<file path="src/rtl/source_product_description_info_frame_receiver_pkg.sv">
// Shared constants and types for the SPD InfoFrame receiver.
// Byte indices count every byte of a packet: 0..2 are HB0..HB2 and
// 3..30 are PB0..PB27.
package spd_info_frame_pkg;

  localparam logic [7:0]  SPD_TYPE     = 8'h83;
  localparam logic [7:0]  SPD_VERSION  = 8'h01;
  localparam logic [4:0]  SPD_LENGTH   = 5'd25;
  localparam int unsigned PACKET_BYTES = 31;

  localparam logic [4:0] IDX_HB1       = 5'd1;
  localparam logic [4:0] IDX_PB1       = 5'd4;
  localparam logic [4:0] IDX_PB9       = 5'd12;
  localparam logic [4:0] IDX_PB25      = 5'd28;
  localparam logic [4:0] IDX_LAST_CSUM = 5'd28;
  localparam logic [4:0] IDX_LAST      = 5'(PACKET_BYTES - 1);

  typedef enum logic [2:0] {
    ST_IDLE,
    ST_HEADER,
    ST_PAYLOAD,
    ST_SKIP,
    ST_CHECK
  } spd_state_e;

endpackage

</file>
<file path="src/rtl/source_product_description_info_frame_receiver_if.sv">
// Packet byte stream from the data-island decoder.
//   packet_start : marks the current byte as HB0 (only with byte_valid)
//   byte_valid   : byte_data carries a byte this cycle
//   byte_data    : HB0, HB1, HB2, PB0..PB27
// master drives the stream, slave consumes it.
interface source_product_description_info_frame_receiver_if;
  logic       packet_start;
  logic       byte_valid;
  logic [7:0] byte_data;

  modport master (output packet_start, byte_valid, byte_data);
  modport slave  (input  packet_start, byte_valid, byte_data);
endinterface

</file>
<file path="src/rtl/source_product_description_info_frame_receiver_checksum.sv">
// info_frame_checksum_accumulator: 8-bit modulo byte sum for InfoFrame
// checksum validation; usable by any InfoFrame receiver.
//   clk_i, rst_n_i : clock, async active-low reset
//   clear_i        : restart the sum (the byte is loaded if add_i is also set)
//   add_i          : accumulate byte_i
//   byte_i         : byte to accumulate
//   sum_o          : running sum
//   is_zero_o      : running sum equals zero
module info_frame_checksum_accumulator (
  input  logic       clk_i,
  input  logic       rst_n_i,
  input  logic       clear_i,
  input  logic       add_i,
  input  logic [7:0] byte_i,
  output logic [7:0] sum_o,
  output logic       is_zero_o
);

  logic [7:0] sum_q, sum_d;

  always_comb begin
    sum_d = sum_q;
    if (clear_i)    sum_d = add_i ? byte_i : '0;
    else if (add_i) sum_d = sum_q + byte_i;
  end

  always_ff @(posedge clk_i or negedge rst_n_i) begin
    if (!rst_n_i) sum_q <= '0;
    else          sum_q <= sum_d;
  end

  assign sum_o     = sum_q;
  assign is_zero_o = (sum_q == '0);

endmodule

</file>
<file path="src/rtl/source_product_description_info_frame_receiver.sv">
// SPD InfoFrame (type 0x83) receiver. Validates header and checksum of
// each packet and publishes vendor name, product description and source
// device information from the last good frame.
//   clk_pixel, reset_n        : pixel clock, async active-low reset
//   pkt                       : packet byte stream (slave modport)
//   vendor_name               : PB1 at [63:56] .. PB8 at [7:0]
//   product_description       : PB9 at [127:120] .. PB24 at [7:0]
//   source_device_information : PB25
//   spd_valid                 : at least one good frame held
//   spd_update                : 1-cycle pulse when outputs refresh
//   packet_error              : 1-cycle pulse on a rejected SPD packet
// Optional macro SPD_RX_STATS_EN adds saturating good_count/error_count.
module source_product_description_info_frame_receiver
  import spd_info_frame_pkg::*;
#(
  parameter bit CHECK_VERSION = 1'b1,
  parameter bit HOLD_ON_ERROR = 1'b1
) (
  input  logic                                              clk_pixel,
  input  logic                                              reset_n,
  source_product_description_info_frame_receiver_if.slave  pkt,
  output logic [63:0]                                       vendor_name,
  output logic [127:0]                                      product_description,
  output logic [7:0]                                        source_device_information,
  output logic                                              spd_valid,
  output logic                                              spd_update,
  output logic                                              packet_error
`ifdef SPD_RX_STATS_EN
  ,
  output logic [15:0]                                       good_count,
  output logic [15:0]                                       error_count
`endif
);

  spd_state_e   state_q, state_d;
  logic [4:0]   idx_q, idx_d;
  logic         mism_q, mism_d;
  logic [63:0]  vend_sh_q, vend_sh_d;
  logic [127:0] desc_sh_q, desc_sh_d;
  logic [7:0]   sdi_sh_q, sdi_sh_d;
  logic         cs_clear, cs_add, cs_zero;
  logic [7:0]   cs_sum;
  logic         publish, reject;
  logic         unused_cs_sum;

  info_frame_checksum_accumulator u_csum (
    .clk_i     (clk_pixel),
    .rst_n_i   (reset_n),
    .clear_i   (cs_clear),
    .add_i     (cs_add),
    .byte_i    (pkt.byte_data),
    .sum_o     (cs_sum),
    .is_zero_o (cs_zero)
  );

  assign unused_cs_sum = ^cs_sum;

  // Verdict is taken on the PB27 handshake: PB26/PB27 are outside the
  // checksum, so the sum is already final. Outputs then change on the same
  // edge that enters CHECK, making spd_update coincide with the new data.
  always_comb begin
    state_d   = state_q;
    idx_d     = idx_q;
    mism_d    = mism_q;
    vend_sh_d = vend_sh_q;
    desc_sh_d = desc_sh_q;
    sdi_sh_d  = sdi_sh_q;
    cs_clear  = 1'b0;
    cs_add    = 1'b0;
    publish   = 1'b0;
    reject    = 1'b0;

    if (pkt.byte_valid && pkt.packet_start) begin
      // A new HB0 restarts reception from any state; a partial packet is
      // dropped without error.
      if (pkt.byte_data == SPD_TYPE) begin
        state_d  = ST_HEADER;
        idx_d    = 5'd1;
        mism_d   = 1'b0;
        cs_clear = 1'b1;
        cs_add   = 1'b1;
      end else begin
        state_d = ST_SKIP;
        idx_d   = '0;
      end
    end else begin
      unique case (state_q)
        ST_HEADER: begin
          if (pkt.byte_valid) begin
            cs_add = 1'b1;
            idx_d  = idx_q + 5'd1;
            if (idx_q == IDX_HB1) begin
              if (CHECK_VERSION && (pkt.byte_data != SPD_VERSION)) mism_d = 1'b1;
            end else begin
              if (pkt.byte_data[4:0] != SPD_LENGTH) mism_d = 1'b1;
              state_d = ST_PAYLOAD;
            end
          end
        end
        ST_PAYLOAD: begin
          if (pkt.byte_valid) begin
            cs_add = (idx_q <= IDX_LAST_CSUM);
            if ((idx_q >= IDX_PB1) && (idx_q < IDX_PB9))
              vend_sh_d = {vend_sh_q[55:0], pkt.byte_data};
            if ((idx_q >= IDX_PB9) && (idx_q < IDX_PB25))
              desc_sh_d = {desc_sh_q[119:0], pkt.byte_data};
            if (idx_q == IDX_PB25)
              sdi_sh_d = pkt.byte_data;
            if (idx_q == IDX_LAST) begin
              state_d = ST_CHECK;
              idx_d   = '0;
              if (cs_zero && !mism_q) publish = 1'b1;
              else                    reject  = 1'b1;
            end else begin
              idx_d = idx_q + 5'd1;
            end
          end
        end
        ST_CHECK: state_d = ST_IDLE;
        default: ;
      endcase
    end
  end

  always_ff @(posedge clk_pixel or negedge reset_n) begin
    if (!reset_n) begin
      state_q   <= ST_IDLE;
      idx_q     <= '0;
      mism_q    <= 1'b0;
      vend_sh_q <= '0;
      desc_sh_q <= '0;
      sdi_sh_q  <= '0;
    end else begin
      state_q   <= state_d;
      idx_q     <= idx_d;
      mism_q    <= mism_d;
      vend_sh_q <= vend_sh_d;
      desc_sh_q <= desc_sh_d;
      sdi_sh_q  <= sdi_sh_d;
    end
  end

  always_ff @(posedge clk_pixel or negedge reset_n) begin
    if (!reset_n) begin
      vendor_name               <= '0;
      product_description       <= '0;
      source_device_information <= '0;
      spd_valid                 <= 1'b0;
      spd_update                <= 1'b0;
      packet_error              <= 1'b0;
    end else begin
      spd_update   <= publish;
      packet_error <= reject;
      if (publish) begin
        vendor_name               <= vend_sh_q;
        product_description       <= desc_sh_q;
        source_device_information <= sdi_sh_q;
        spd_valid                 <= 1'b1;
      end else if (reject && !HOLD_ON_ERROR) begin
        spd_valid <= 1'b0;
      end
    end
  end

`ifdef SPD_RX_STATS_EN
  logic [15:0] good_q, err_q;

  always_ff @(posedge clk_pixel or negedge reset_n) begin
    if (!reset_n) begin
      good_q <= '0;
      err_q  <= '0;
    end else begin
      if (publish && (good_q != '1)) good_q <= good_q + 16'd1;
      if (reject  && (err_q  != '1)) err_q  <= err_q + 16'd1;
    end
  end

  assign good_count  = good_q;
  assign error_count = err_q;
`endif

endmodule
</file>
<file path="src/flat_wrapper.sv">
// flat-port wrapper written by rule: the top's interface ports become plain ports
module source_product_description_info_frame_receiver_flat import spd_info_frame_pkg::*;
#(
  parameter bit CHECK_VERSION = 1'b1,
  parameter bit HOLD_ON_ERROR = 1'b1
)
  (clk_pixel, reset_n, vendor_name, product_description, source_device_information, spd_valid, spd_update, packet_error, pkt_packet_start, pkt_byte_valid, pkt_byte_data);
  source_product_description_info_frame_receiver_if pkt_i ();
  input  logic clk_pixel;
  input  logic reset_n;
  output logic [63:0] vendor_name;
  output logic [127:0] product_description;
  output logic [7:0] source_device_information;
  output logic spd_valid;
  output logic spd_update;
  output logic packet_error;
  input wire logic [$bits(pkt_i.packet_start)-1:0] pkt_packet_start;
  input wire logic [$bits(pkt_i.byte_valid)-1:0] pkt_byte_valid;
  input wire logic [$bits(pkt_i.byte_data)-1:0] pkt_byte_data;
  assign pkt_i.packet_start = pkt_packet_start;
  assign pkt_i.byte_valid = pkt_byte_valid;
  assign pkt_i.byte_data = pkt_byte_data;
  source_product_description_info_frame_receiver #(.CHECK_VERSION(CHECK_VERSION), .HOLD_ON_ERROR(HOLD_ON_ERROR)) u_core (.clk_pixel(clk_pixel), .reset_n(reset_n), .pkt(pkt_i), .vendor_name(vendor_name), .product_description(product_description), .source_device_information(source_device_information), .spd_valid(spd_valid), .spd_update(spd_update), .packet_error(packet_error));
endmodule
</file>
<file path="config.mk">
export PLATFORM = sky130hd
export DESIGN_NAME = source_product_description_info_frame_receiver_flat
export DESIGN_NICKNAME = d
export VERILOG_FILES = /design/src/rtl/source_product_description_info_frame_receiver_pkg.sv /design/src/rtl/source_product_description_info_frame_receiver_if.sv /design/src/rtl/source_product_description_info_frame_receiver_checksum.sv /design/src/rtl/source_product_description_info_frame_receiver.sv /design/src/flat_wrapper.sv
export SDC_FILE = /design/constraint.sdc
export NUM_CORES = 1
export LEC_CHECK = 0
export CAP_MARGIN = 5
export CORE_UTILIZATION = 43
export CTS_BUF_LIST = sky130_fd_sc_hd__clkbuf_4 sky130_fd_sc_hd__clkbuf_8 sky130_fd_sc_hd__clkbuf_16
export CTS_CLUSTER_SIZE = 8
export DETAILED_ROUTE_END_ITERATION = 6
export GPL_TIMING_DRIVEN = 0
export PLACE_DENSITY = 0.66
export RECOVER_POWER = 100
export SETUP_SLACK_MARGIN = 0.15
export SYNTH_ARGS = -nofsm -noshare
export SYNTH_HDL_FRONTEND = slang
export SYNTH_SLANG_ARGS = --single-unit
</file>
<file path="constraint.sdc">
create_clock -name clk_pixel -period 5.2 [get_ports clk_pixel]
set_input_delay 0.52 -clock clk_pixel [delete_from_list [all_inputs] [get_ports clk_pixel]]
set_output_delay 0.52 -clock clk_pixel [all_outputs]
set_load 0.01 [all_outputs]
</file>
==> results.py <==
metrics = {
    "outcome": {
        "run_status": "complete, but fails checks",
        "violations": "capacitance limit, slew limit",
    },
    "power_and_ir_drop": {
        "p_sw_mw": 1.605,
        "ir_worst_vdd_mv": 0.2869,
        "power_leakage_nw": 11.02,
        "powerDensity_nw_per_um2": 351.7,
        "p_seq_frac": 0.479,
        "comb_power_share": 0.061,
        "internal-power_mw": 5.643,
        "p_sw_frac": 0.2215,
        "power.share.clock": 0.460,
    },
    "synthesis": {
        "synth_edf_count": 0,
        "ys_seq_area_frac": 0.6438,
        "yosysTopAreaCell": "dfrtp_1",
        "avgSynthCellArea_um2": 16.26,
        "syn_inst": 1004,
        "synth_fp_nets": 1028,
        "synth_ff_type": "dfrtp_1",
        "syn_area_um2": 16330,
        "ys_async_sr_fraction": 1.000,
        "yosysTopAreaCellShare": 0.6438,
        "ys_warn_count": 0,
        "synth_cell_types": 44,
        "ys_seq_elements": 420,
        "synth.area.top_cells": "dfrtp_1, mux2_2, mux2_1",
    },
    "setup_path": {
        "crit_start": "u_core.state_q[2]",
        "crit_slowest_cell": "nor4_1",
        "worstSetupStartpointType": "flip-flop",
        "cp_common_cell": "clkbuf_1",
        "crit_fanout": 10,
        "endpoint_kind": "flip-flop",
        "crit_end": "u_core.vend_sh_q[50]",
        "timing.rr.end": "u_core.vend_sh_q[50]",
        "r2r_setup_slack_ns": 1.53,
        "arrival_ns": 4.13,
        "crit_required_ns": 5.66,
        "crit_chain": "clkbuf_1, nor2_1, nand2_1, nor4_1, clkbuf_1, mux2_2",
        "rr_startpoint": "u_core.state_q[2]",
        "crit_family": "simple AND/OR/NAND/NOR gates",
        "critical_path_class": "reg2reg",
        "critPathMaxStageDelay_ns": 1.72,
        "reg2reg_depth": 6,
        "cp.buffers_inverters": 2,
        "worstSetupPathDepth": 6,
    },
    "layout": {
        "syn_to_final_growth_pct": 26.24,
        "antenna_cells": 0,
        "layout.cells.non_filler": 1794,
        "fillers": 3088,
        "drive_above_1_share": 0.2377,
        "seq_area_um2": 10510,
        "multi_input_area_um2": 5390,
        "nNetsFinal": 1305,
    },
    "grt": {
        "grt_pass1_wl_mm": 54.20,
        "first_global_vias": 9460,
        "grt.overflow.total": 0,
        "grt_max_degree": 126,
        "grtUsageTotal": 0.1786,
        "antenna_found_initial": 1,
    },
    "route": {
        "firstDrtPassIters": 4,
        "wirelength_mm": 33.51,
        "via_per_inst": 5.043,
        "drt-initial-drc-count": 313,
        "drc_errors": 0,
        "routedWlPerCell_um": 18.68,
        "ant_nets": 0,
        "routed-via-count": 9047,
    },
    "placement": {
        "pre_cts_slack_ns": 2.133,
        "place.detailed.hpwl_mm": 23.10,
        "io_buffer_count": 213,
        "dp.cells": 1731,
        "gp_congestion": 0.8134,
    },
    "die": {
        "die_area_um2": 38750,
        "core.rowCount": 71,
        "ioPinCount": 215,
        "die-height_um": 196.9,
        "coreArea_um2": 37490,
        "initial_core_util": 0.4355,
        "die_w_um": 196.9,
    },
    "timing": {
        "rsz0062_at_grt": "false",
        "relSlewSlack": -0.4656,
        "post-route-period-util": 0.7051,
        "fmax_mhz": 272.8,
        "final.setup.tns_ns": 0,
        "slew_violations": 11,
        "hold_violations": 0,
        "setup_violations": 0,
        "period_minus_slack_ns": 3.666,
        "worst_slack_ns": 1.534,
        "skew_ns": 0.01915,
        "tightest_slew_ns": 2.178,
    },
    "cts": {
        "ctsResizeCount": 0,
        "cts-root-buf": "clkbuf_16",
        "path_clk_slew_ns": 0.05,
        "cts.sinks": 420,
        "clk_path_buf_depth": 3,
        "htreeDepth": 2,
        "clk_latency_ns": 0.58,
        "cts_buffers": 58,
        "cts_tree": "built",
    },
    "worst_hold_path": {
        "hold_class": "reg2reg",
    },
    "job": {
        "drv_cap": 1,
    },
}
==> cell usage after synthesis, drive strengths merged (2+ instances only) <==
library cell / instances
or4: 2
nor4: 4
nand4: 3
a211oi: 4
nand2b: 6
dfrtp: 420
mux2i: 4
a21oi: 9
o21ai: 14
xnor2: 3
ha: 11
nand3: 9
a21o: 6
o31ai: 3
buf: 45
mux2: 401
inv: 4
o21bai: 2
or3: 2
xor2: 4
nand2: 14
nor2: 11
nor3b: 4
clkbuf: 5
nand3b: 2
==> layer usage <==
layer,up-vias,global-route usage,part of all wire
met5,-,0,0.00048
met4,2,0.06202,0.022
met3,53,0.03816,0.044
met2,183,0.2782,0.47
met1,4674,0.2478,0.46
li1,4135,-,-
==> metrics by stage <==
stage / utilization / hold WS, ns / cell area [µm²] / power (mW)
2_1_floorplan: - / 0.2244 / 16330 / 3.795
3_3_place_gp: 0.5094 / 0.4546 / 19100 / 3.958
3_5_place_dp: 0.5117 / 0.4669 / 19180 / 3.978
4_1_cts: 0.5535 / 0.4795 / 20750 / 7.354
5_1_grt: 0.5498 / 0.4880 / 20610 / 7.549
6_report: 0.5498 / 0.4717 / 20610 / 7.248
==> worst reg2reg max path: stages (launching register included) <==
cell and delay (ns):
dfrtp_1 0.35, clkbuf_1 0.20, nor2_1 0.14, nand2_1 0.14, nor4_1 1.72, clkbuf_1 0.58, mux2_2 0.41
==> layout make-up <==
type | count | share of cell area
clock buffers | 61 | 0.07406
flip-flops and latches | 420 | 0.5100
repair buffers | 217 | 0.1082
inverters | 4 | 0.0007285
plain buffers | 50 | 0.01305
clock inverters | 1 | 0.001457
well taps | 511 | 0.03102
multi-input cells | 530 | 0.2615
==> state kept, by name (all words and copies together), names as in the netlist, 5 cells and up <==
name	count
u_core.desc_sh_q	128
u_core.product_description	128
u_core.vendor_name	64
u_core.u_csum.sum_o	8
u_core.vend_sh_q	64
u_core.source_device_information	8
u_core.idx_q	5
u_core.sdi_sh_q	8
==> kinds of logic (layout without fill, tap and decap cells) <==
family          after synthesis  count (layout)  share of synthesized area
fa+ha+maj                    12              12                   0.009657
buf+inv                      54             333                    0.02376
mux                         405             405                     0.2790
simple gates                 61              61                    0.02207
compound gates               45              45                    0.01793
xor+xnor                      7               7                   0.003755
flops                       420             420                     0.6438
==> placed cells by master (no fill, tap or decap), drive strengths merged, types with 3 or more instances in the layout <==
cell type / count
mux2i: 4
clkbuf: 97
xor2: 4
clkdlybuf4s50: 8
nor3b: 4
mux2: 401
dlygate4sd3: 205
ha: 11
nor2: 11
a211oi: 4
nand2b: 6
xnor2: 3
o21ai: 14
o31ai: 3
nand3: 9
nor4: 4
dfrtp: 420
a21oi: 9
nand2: 14
a21o: 6
buf: 18
nand4: 3
inv: 4
==> worst min path at each step <==
stage                                               start                               to  slack, ns  depth (start not counted)
after floorplan                                   reset_n              u_core.desc_sh_q[0]       0.22                          0
after global placement                   u_core.spd_valid                 u_core.spd_valid       0.45                          1
after detailed placement                 u_core.spd_valid                 u_core.spd_valid       0.47                          1
after CTS                                u_core.spd_valid                 u_core.spd_valid       0.48                          1
after global routing      u_core.product_description[119]  u_core.product_description[119]       0.49                          1
final                                    u_core.spd_valid                 u_core.spd_valid       0.47                          1
==> power groups by stage <==
stage | combinational, mW | sequential, mW | clock [mW]
3_5_place_dp | 0.455 | 3.52 | 0
3_3_place_gp | 0.432 | 3.53 | 0
2_1_floorplan | 0.307 | 3.49 | 0
4_1_cts | 0.457 | 3.47 | 3.43
5_1_grt | 0.500 | 3.48 | 3.57
6_report | 0.445 | 3.47 | 3.33
==> repair_timing <==
action,4_1_cts,5_1_grt
buffers inserted,0,0
hold endpoints to repair,69,0
hold buffers,1,0
No activity file was read; power rests on OpenSTA's default activity.
